[config.mk]
export PLATFORM = sky130hd
export DESIGN_NAME = aes_mixcol_pipe_flat
export DESIGN_NICKNAME = d
export VERILOG_FILES = /design/src/rtl/aes_mixcol_pipe_pkg.sv /design/src/rtl/aes_mixcol_pipe_if.sv /design/src/rtl/aes_mixcol_pipe_mix_column.sv /design/src/rtl/aes_mixcol_pipe.sv /design/src/flat_wrapper.sv
export SDC_FILE = /design/constraint.sdc
export NUM_CORES = 2
export LEC_CHECK = 0
export CAP_MARGIN = 20
export CELL_PAD_IN_SITES_DETAIL_PLACEMENT = 0
export CELL_PAD_IN_SITES_GLOBAL_PLACEMENT = 1
export CORE_UTILIZATION = 48
export DETAILED_ROUTE_END_ITERATION = 10
export MAX_ROUTING_LAYER = met4
export PLACE_DENSITY = 0.89
export SLEW_MARGIN = 40
export SYNTH_ARGS = -nofsm -noshare
export SYNTH_HDL_FRONTEND = slang
export SYNTH_SLANG_ARGS = --single-unit
[constraint.sdc]
create_clock -name clock -period 2.85 [get_ports clock]
set_input_delay 0.4275 -clock clock [delete_from_list [all_inputs] [get_ports clock]]
set_output_delay 0.4275 -clock clock [all_outputs]
set_load 0.01 [all_outputs]
[src/rtl/aes_mixcol_pipe_pkg.sv]
// Shared GF(2^8) arithmetic and types for the AES MixColumns round stage.
package aes_mixcol_pipe_pkg;

  // Reduction constant of the AES field polynomial x^8 + x^4 + x^3 + x + 1
  localparam logic [7:0] AES_POLY = 8'h1b;

  // Per-beat transform selected at the input of the stage
  typedef enum logic [1:0] {
    MODE_FWD    = 2'd0,
    MODE_INV    = 2'd1,
    MODE_BYPASS = 2'd2
  } mix_mode_e;

  // Multiply by x (i.e. by 2) in GF(2^8)
  function automatic logic [7:0] xtime(input logic [7:0] b);
    return {b[6:0], 1'b0} ^ (b[7] ? AES_POLY : 8'h00);
  endfunction

  // Divide by x in GF(2^8); exact inverse of xtime
  function automatic logic [7:0] inv_xtime(input logic [7:0] b);
    return b[0] ? (((b ^ AES_POLY) >> 1) | 8'h80) : (b >> 1);
  endfunction

  function automatic logic [7:0] gmul9(input logic [7:0] b);
    logic [7:0] x2, x4, x8;
    x2 = xtime(b);
    x4 = xtime(x2);
    x8 = xtime(x4);
    return x8 ^ b;
  endfunction

  function automatic logic [7:0] gmul11(input logic [7:0] b);
    logic [7:0] x2, x4, x8;
    x2 = xtime(b);
    x4 = xtime(x2);
    x8 = xtime(x4);
    return x8 ^ x2 ^ b;
  endfunction

  function automatic logic [7:0] gmul13(input logic [7:0] b);
    logic [7:0] x2, x4, x8;
    x2 = xtime(b);
    x4 = xtime(x2);
    x8 = xtime(x4);
    return x8 ^ x4 ^ b;
  endfunction

  function automatic logic [7:0] gmul14(input logic [7:0] b);
    logic [7:0] x2, x4, x8;
    x2 = xtime(b);
    x4 = xtime(x2);
    x8 = xtime(x4);
    return x8 ^ x4 ^ x2;
  endfunction

  // Byte r (row) of a 32-bit column
  function automatic logic [7:0] col_byte(input logic [31:0] col, input int r);
    return col[8*r +: 8];
  endfunction

  // Rcon for the following round: forward multiplies by x, inverse divides
  function automatic logic [7:0] next_rcon(input logic [7:0] rcon, input logic inv);
    return inv ? inv_xtime(rcon) : xtime(rcon);
  endfunction

endpackage

[src/rtl/aes_mixcol_pipe_if.sv]
// Handshake and data bus of the MixColumns stage: upstream beat in, mixed beat out.
interface aes_mixcol_pipe_if #(
  parameter int NCOLS = 4
) ();
  logic                 in_valid;
  logic                 in_ready;
  logic [32*NCOLS-1:0]  in_state;
  logic [32*NCOLS-1:0]  in_key;
  logic [7:0]           in_rcon;
  logic                 in_inv;
  logic                 in_bypass;
  logic                 out_valid;
  logic                 out_ready;
  logic [32*NCOLS-1:0]  out_state;
  logic [32*NCOLS-1:0]  out_key;
  logic [7:0]           out_rcon;

  // Stage side
  modport slave (
    input  in_valid, in_state, in_key, in_rcon, in_inv, in_bypass, out_ready,
    output in_ready, out_valid, out_state, out_key, out_rcon
  );

  // Producer/consumer side
  modport master (
    output in_valid, in_state, in_key, in_rcon, in_inv, in_bypass, out_ready,
    input  in_ready, out_valid, out_state, out_key, out_rcon
  );
endinterface

[src/rtl/aes_mixcol_pipe_mix_column.sv]
// One AES column transform split into a product half (per-byte field multiples)
// and a sum half (XOR combine), so the parent can register between them.
// Product layout: byte r owns prod[32*r +: 32]; slot j (prod[32*r+8*j +: 8]) holds
// the multiple used when byte r sits at offset j from the output row.
module aes_mixcol_pipe_mix_column
  import aes_mixcol_pipe_pkg::*;
(
  input  logic [31:0]  col_i,
  input  mix_mode_e    mode_i,
  output logic [127:0] prod_o,
  input  logic [127:0] prod_i,
  output logic [31:0]  sum_o
);

  // Multiples of one byte for offsets 0..3; bypass keeps only the identity term
  function automatic logic [31:0] byte_products(input logic [7:0] a, input mix_mode_e mode);
    logic [7:0] x2;
    x2 = xtime(a);
    case (mode)
      MODE_FWD: return {a, a, x2 ^ a, x2};
      MODE_INV: return {gmul9(a), gmul13(a), gmul11(a), gmul14(a)};
      default:  return {24'h000000, a};
    endcase
  endfunction

  // o_r = XOR over j of slot j of byte (r+j) mod 4
  function automatic logic [31:0] col_sum(input logic [127:0] p);
    logic [31:0] s;
    s = '0;
    for (int r = 0; r < 4; r++) begin
      for (int j = 0; j < 4; j++) begin
        s[8*r +: 8] = s[8*r +: 8] ^ p[32*((r + j) % 4) + 8*j +: 8];
      end
    end
    return s;
  endfunction

  // Product half: field multiples of every byte of the column
  always_comb begin
    prod_o = '0;
    for (int r = 0; r < 4; r++) begin
      prod_o[32*r +: 32] = byte_products(col_byte(col_i, r), mode_i);
    end
  end

  assign sum_o = col_sum(prod_i);

endmodule

[src/rtl/aes_mixcol_pipe.sv]
// Stallable MixColumns / InvMixColumns round stage, NCOLS columns per beat.
// Key and next Rcon travel with each beat; valid/ready backpressure with a
// combinational ready chain so the pipe sustains one beat per cycle.
// Optional macro AES_MIXCOL_ADDKEY_EN folds AddRoundKey into the combine stage.
module aes_mixcol_pipe
  import aes_mixcol_pipe_pkg::*;
#(
  parameter int NCOLS       = 4,
  parameter int PIPE_STAGES = 2
) (
  input  logic             clock,
  input  logic             reset_n,
  aes_mixcol_pipe_if.slave bus
);

  localparam int W  = 32 * NCOLS;
  localparam int PW = 128 * NCOLS;
  localparam int S  = PIPE_STAGES;

  logic [S-1:0]  v_q;
  logic [S-1:0]  ld;
  logic [W-1:0]  key_q  [S];
  logic [7:0]    rcon_q [S];

  mix_mode_e     mode_in;
  logic [PW-1:0] prod_comb;
  logic [PW-1:0] prod_src;
  logic [W-1:0]  mix_comb;
  logic [W-1:0]  fin_comb;

  assign mode_in = bus.in_bypass ? MODE_BYPASS : (bus.in_inv ? MODE_INV : MODE_FWD);

  for (genvar c = 0; c < NCOLS; c++) begin : g_col
    aes_mixcol_pipe_mix_column u_col (
      .col_i  (bus.in_state[32*c +: 32]),
      .mode_i (mode_in),
      .prod_o (prod_comb[128*c +: 128]),
      .prod_i (prod_src[128*c +: 128]),
      .sum_o  (mix_comb[32*c +: 32])
    );
  end

  // Stage k may load when it is empty or its content moves on this cycle
  always_comb begin
    ld        = '0;
    ld[S-1]   = !v_q[S-1] | bus.out_ready;
    for (int k = S - 2; k >= 0; k--) begin
      ld[k] = !v_q[k] | ld[k+1];
    end
  end

  assign bus.in_ready  = ld[0];
  assign bus.out_valid = v_q[S-1];
  assign bus.out_key   = key_q[S-1];
  assign bus.out_rcon  = rcon_q[S-1];

  // Valid chain with the key and next Rcon riding alongside each beat
  always_ff @(posedge clock or negedge reset_n) begin
    if (!reset_n) begin
      v_q <= '0;
      for (int k = 0; k < S; k++) begin
        key_q[k]  <= '0;
        rcon_q[k] <= '0;
      end
    end else begin
      if (ld[0]) begin
        v_q[0] <= bus.in_valid;
        if (bus.in_valid) begin
          key_q[0]  <= bus.in_key;
          rcon_q[0] <= next_rcon(bus.in_rcon, bus.in_inv);
        end
      end
      for (int k = 1; k < S; k++) begin
        if (ld[k]) begin
          v_q[k] <= v_q[k-1];
          if (v_q[k-1]) begin
            key_q[k]  <= key_q[k-1];
            rcon_q[k] <= rcon_q[k-1];
          end
        end
      end
    end
  end

  if (S == 1) begin : g_one
    logic [W-1:0] st_q;

    assign prod_src = prod_comb;
`ifdef AES_MIXCOL_ADDKEY_EN
    assign fin_comb = mix_comb ^ bus.in_key;
`else
    assign fin_comb = mix_comb;
`endif

    // Single register: products and sums both ahead of it
    always_ff @(posedge clock or negedge reset_n) begin
      if (!reset_n) begin
        st_q <= '0;
      end else if (ld[0] && bus.in_valid) begin
        st_q <= fin_comb;
      end
    end

    assign bus.out_state = st_q;
  end else begin : g_multi
    logic [PW-1:0] prod_q;
    logic [W-1:0]  st_q [S-1];   // st_q[i] belongs to register stage i+1

    assign prod_src = prod_q;
`ifdef AES_MIXCOL_ADDKEY_EN
    assign fin_comb = mix_comb ^ key_q[0];
`else
    assign fin_comb = mix_comb;
`endif

    // Stage 0 holds byte products, stage 1 the column sums, later stages delay
    always_ff @(posedge clock or negedge reset_n) begin
      if (!reset_n) begin
        prod_q <= '0;
        for (int k = 0; k < S - 1; k++) begin
          st_q[k] <= '0;
        end
      end else begin
        if (ld[0] && bus.in_valid) begin
          prod_q <= prod_comb;
        end
        if (ld[1] && v_q[0]) begin
          st_q[0] <= fin_comb;
        end
        for (int k = 2; k < S; k++) begin
          if (ld[k] && v_q[k-1]) begin
            st_q[k-1] <= st_q[k-2];
          end
        end
      end
    end

    assign bus.out_state = st_q[S-2];
  end

endmodule

[src/flat_wrapper.sv]
// flat-port wrapper written by rule: the top's interface ports become plain ports
module aes_mixcol_pipe_flat import aes_mixcol_pipe_pkg::*;
#(
  parameter int NCOLS       = 4,
  parameter int PIPE_STAGES = 2
)
  (clock, reset_n, bus_in_valid, bus_in_state, bus_in_key, bus_in_rcon, bus_in_inv, bus_in_bypass, bus_out_ready, bus_in_ready, bus_out_valid, bus_out_state, bus_out_key, bus_out_rcon);
  aes_mixcol_pipe_if #(.NCOLS(NCOLS)) bus_i ();
  input  logic clock;
  input  logic reset_n;
  input wire logic [$bits(bus_i.in_valid)-1:0] bus_in_valid;
  input wire logic [$bits(bus_i.in_state)-1:0] bus_in_state;
  input wire logic [$bits(bus_i.in_key)-1:0] bus_in_key;
  input wire logic [$bits(bus_i.in_rcon)-1:0] bus_in_rcon;
  input wire logic [$bits(bus_i.in_inv)-1:0] bus_in_inv;
  input wire logic [$bits(bus_i.in_bypass)-1:0] bus_in_bypass;
  input wire logic [$bits(bus_i.out_ready)-1:0] bus_out_ready;
  output wire logic [$bits(bus_i.in_ready)-1:0] bus_in_ready;
  output wire logic [$bits(bus_i.out_valid)-1:0] bus_out_valid;
  output wire logic [$bits(bus_i.out_state)-1:0] bus_out_state;
  output wire logic [$bits(bus_i.out_key)-1:0] bus_out_key;
  output wire logic [$bits(bus_i.out_rcon)-1:0] bus_out_rcon;
  assign bus_i.in_valid = bus_in_valid;
  assign bus_i.in_state = bus_in_state;
  assign bus_i.in_key = bus_in_key;
  assign bus_i.in_rcon = bus_in_rcon;
  assign bus_i.in_inv = bus_in_inv;
  assign bus_i.in_bypass = bus_in_bypass;
  assign bus_i.out_ready = bus_out_ready;
  assign bus_in_ready = bus_i.in_ready;
  assign bus_out_valid = bus_i.out_valid;
  assign bus_out_state = bus_i.out_state;
  assign bus_out_key = bus_i.out_key;
  assign bus_out_rcon = bus_i.out_rcon;
  aes_mixcol_pipe #(.NCOLS(NCOLS), .PIPE_STAGES(PIPE_STAGES)) u_core (.clock(clock), .reset_n(reset_n), .bus(bus_i));
endmodule
==> impl_metrics.py <==
metrics = {
    "outcome": {
        "status": "finished, final reports clean",
    },
    "synth": {
        "syn_inst": 4908,
        "syn_area_um2": 49000,
        "synth_seq_cells": 914,
        "synth-simple-area-share_pct": 10.8,
        "async_reset_ff_share_pct": 100,
        "synth.avg_cell_area_um2": 9.99,
        "synth_xor_area_share_pct": 23.4,
        "synth_warnings": 0,
        "synth_fa_ha_area_share_pct": 0,
        "synth_compound_area_share_pct": 8.03,
        "ys_types": 45,
        "synth_mux_area_share_pct": 4.71,
        "syn-num-nets": 5178,
        "yosysSeqAreaShare_pct": 46.7,
        "synth_top_family_by_area": "XOR/XNOR gates",
        "synth_ff_type": "dfrtp_1",
        "synth_enable_flop_cells": 0,
    },
    "timing": {
        "post-route-period-util_pct": 79.9,
        "finalSetupViolCount": 0,
        "relSlewSlack_pct": 51.6,
        "tightest_slew_ns": 0.725,
        "fmax_mhz": 439,
        "finClkSkew_ns": 0.0254,
        "hold_viol": 0,
        "finalCriticalPeriod_ns": 2.28,
        "drv_slew": 0,
        "fin_ws_ns": 0.572,
        "rsz0062_at_grt": "no",
        "fin_setup_tns_ns": 0,
    },
    "floorplanning": {
        "dieWidth_um": 322,
        "placementRows": 116,
        "initial_core_util_pct": 48.7,
        "core_area_um2": 101000,
        "die_height_um": 322,
        "die-area_um2": 103000,
        "ioPinCount": 536,
    },
    "global_route": {
        "top_usage_layer": "met2",
        "first_global_vias": 34433,
        "grt_use_met3_pct": 4.69,
        "grt_overflow": 0,
        "grt_max_degree": 120,
        "grtUsageTotal_pct": 26.3,
        "grt_use_met2_pct": 41.1,
        "antenna_found_initial": 11,
        "gr-usage-met1_pct": 35.1,
        "grt_pass1_wl_mm": 205,
    },
    "clocking": {
        "clkSinkCount": 914,
        "post_cts_resized": 0,
        "numCtsBuffers": 99,
        "clockBufferDepth": 3,
        "cts_tree": "built",
        "clk_pin_slew_ns": 0.06,
        "cts_max_level": 3,
        "clk_latency_ns": 0.70,
        "cts_root_buffer": "clkbuf_16",
    },
    "power_and_ir_drop": {
        "sw_frac_of_total_pct": 31.9,
        "switchingPower_uw": 14100,
        "p_per_area_nw_per_um2": 758,
        "p_clk_share_pct": 30.6,
        "p_leak_uw": 0.0254,
        "total_power_uw": 44300,
        "p_seq_share_pct": 39.7,
        "p_int_uw": 30100,
        "combPwrFrac_pct": 29.7,
        "ir_drop_uv": 575,
    },
    "place": {
        "gp_congestion": 0.896,
        "dp_cells": 6459,
        "portBuffers": 535,
        "hpwl_mm": 94.3,
        "dp_slack_ns": 0.369,
        "place_area_um2": 54900,
    },
    "job": {
        "drv_cap": 0,
    },
    "finish": {
        "nets": 5474,
        "syn_to_final_growth_pct": 19.2,
        "layout_commonest_cell": "nand2_1",
        "layout_common_cells": "nand2_1 (1249), dfrtp_1 (914), xnor2_1 (601)",
        "fin_cells": 6653,
        "drive_gt1_share_pct": 10.4,
        "final_area_um2": 58400,
    },
    "drt": {
        "ant_nets": 0,
        "dr_total_vias": 34473,
        "drc": 0,
        "drt_iter0_markers": 2463,
        "totalWireLength_mm": 133,
        "wl_per_cell_um": 19.9,
        "first_pass_iters": 5,
        "via_per_inst": 5.18,
    },
    "worst_setup_path": {
        "critPathArrivalTime_ns": 1.85,
        "cp_data_required_time_ns": 2.42,
        "worstSetupStartpointType": "flip-flop",
        "worstSetupPathType": "reg2out",
        "critPathMaxFanout": 4,
        "end_kind": "output port",
    },
    "hold_path": {
        "hold_path.class": "in2reg",
    },
}
[worst paths after layout]
kind / startpoint / end / slack (ns) / cells past startpoint
max: u_core.v_q[0]$_DFFE_PN0N_ / bus_in_ready / 0.57 / 2
max in group asynchronous: reset_n / u_core.bus.out_state[86]$_DFFE_PN0P_ / 1.48 / 3
max reg2reg: u_core.v_q[1]$_DFFE_PN0P_ / u_core.bus.out_key[121]$_DFFE_PN0P_ / 0.95 / 4
min reg2reg: u_core.key_q[246]$_DFFE_PN0P_ / u_core.key_q[246]$_DFFE_PN0P_ / 0.47 / 2
min: bus_in_bypass / u_core.g_multi.prod_q[230]$_DFFE_PN0P_ / 0.20 / 3
min in group asynchronous: reset_n / u_core.g_multi.prod_q[118]$_DFFE_PN0P_ / 0.30 / 2
[layout make-up]
class	count	area [um2]
sequential	914	22900
fill	8501	42200
timing repair buffer	718	7270
antenna	9	22.5
tap	1357	1700
clock inverter	55	712
inverter	4	15.0
clock buffer	129	2740
multi-input combinational	3467	23100
[stage by stage]
stage          hold WS, ns  util, %
3_3_place_gp         0.453     54.6
2_1_floorplan        0.132        -
6_report             0.203     58.1
3_5_place_dp         0.458     54.6
4_1_cts              0.167     58.0
5_1_grt              0.207     58.1
[Yosys cell counts (8+ instances only)]
| cell type | number | share of area [%] |
|---|---|---|
| nand2_1 | 1250 | 9.6 |
| dfrtp_1 | 914 | 47 |
| xnor2_1 | 601 | 11 |
| xor2_1 | 525 | 9.4 |
| o21ai_0 | 502 | 5.1 |
| buf_4 | 186 | 2.8 |
| buf_2 | 171 | 1.7 |
| mux2_2 | 138 | 3.2 |
| clkbuf_1 | 116 | 0.89 |
| o31ai_1 | 92 | 1.4 |
| mux2i_1 | 72 | 1.5 |
| nand3_1 | 49 | 0.50 |
| o211ai_1 | 43 | 0.66 |
| buf_6 | 28 | 0.64 |
| xor3_1 | 26 | 1.3 |
| a21oi_1 | 25 | 0.26 |
| nor2_1 | 21 | 0.16 |
| buf_1 | 18 | 0.14 |
| xor2_2 | 16 | 0.53 |
| xnor3_1 | 14 | 0.64 |
| nand2b_1 | 11 | 0.14 |
| xnor2_2 | 11 | 0.37 |
| a222oi_1 | 9 | 0.18 |
| xor2_4 | 9 | 0.51 |
| nor2b_1 | 8 | 0.10 |
[registers in the layout (all words and copies together), names as in the netlist]
| name | cells |
|---|---|
| u_core.bus.out_rcon | 8 |
| u_core.key_q | 128 |
| u_core.bus.out_state | 128 |
| u_core.bus.out_key | 128 |
| u_core.v_q | 2 |
| u_core.rcon_q | 8 |
| u_core.g_multi.prod_q | 512 |
[layer usage]
metal  wire [um]  up-vias
met2       62100     1075
met4        3630        0
met5           0        -
met3        9000      212
li1            -    16211
met1       57700    16975
[repair_timing]
action / 4_1_cts / 5_1_grt
hold buffers: 1 / 0
setup buffers: 0 / 0
endpoints found under the hold margin: 31 / 0
[kinds of logic (layout without fill, tap and decap cells)]
logic type | after synthesis | count (layout)
other | 0 | 9
XOR/XNOR | 1202 | 1202
AND/OR/NAND/NOR | 1360 | 1360
AO/OA/AOI/OAI | 692 | 692
multiplexers | 213 | 213
flip-flops | 914 | 914
buffers and inverters | 527 | 906
[power groups by stage]
stage	clock, uW	combinational [uW]	sequential (uW)
final	13600	13100	17600
after global routing	14300	14200	17900
after CTS	13800	13300	17600
after detailed placement	0	13200	17800
after global placement	0	13000	17700
after floorplan	0	7620	17700
[critical path, stage by stage (launching register included)]
cell             delay, ns
dfrtp_1               0.44
nand3b_4              0.16
clkdlybuf4s50_1       0.55
Power figures use the tool's default switching activity.
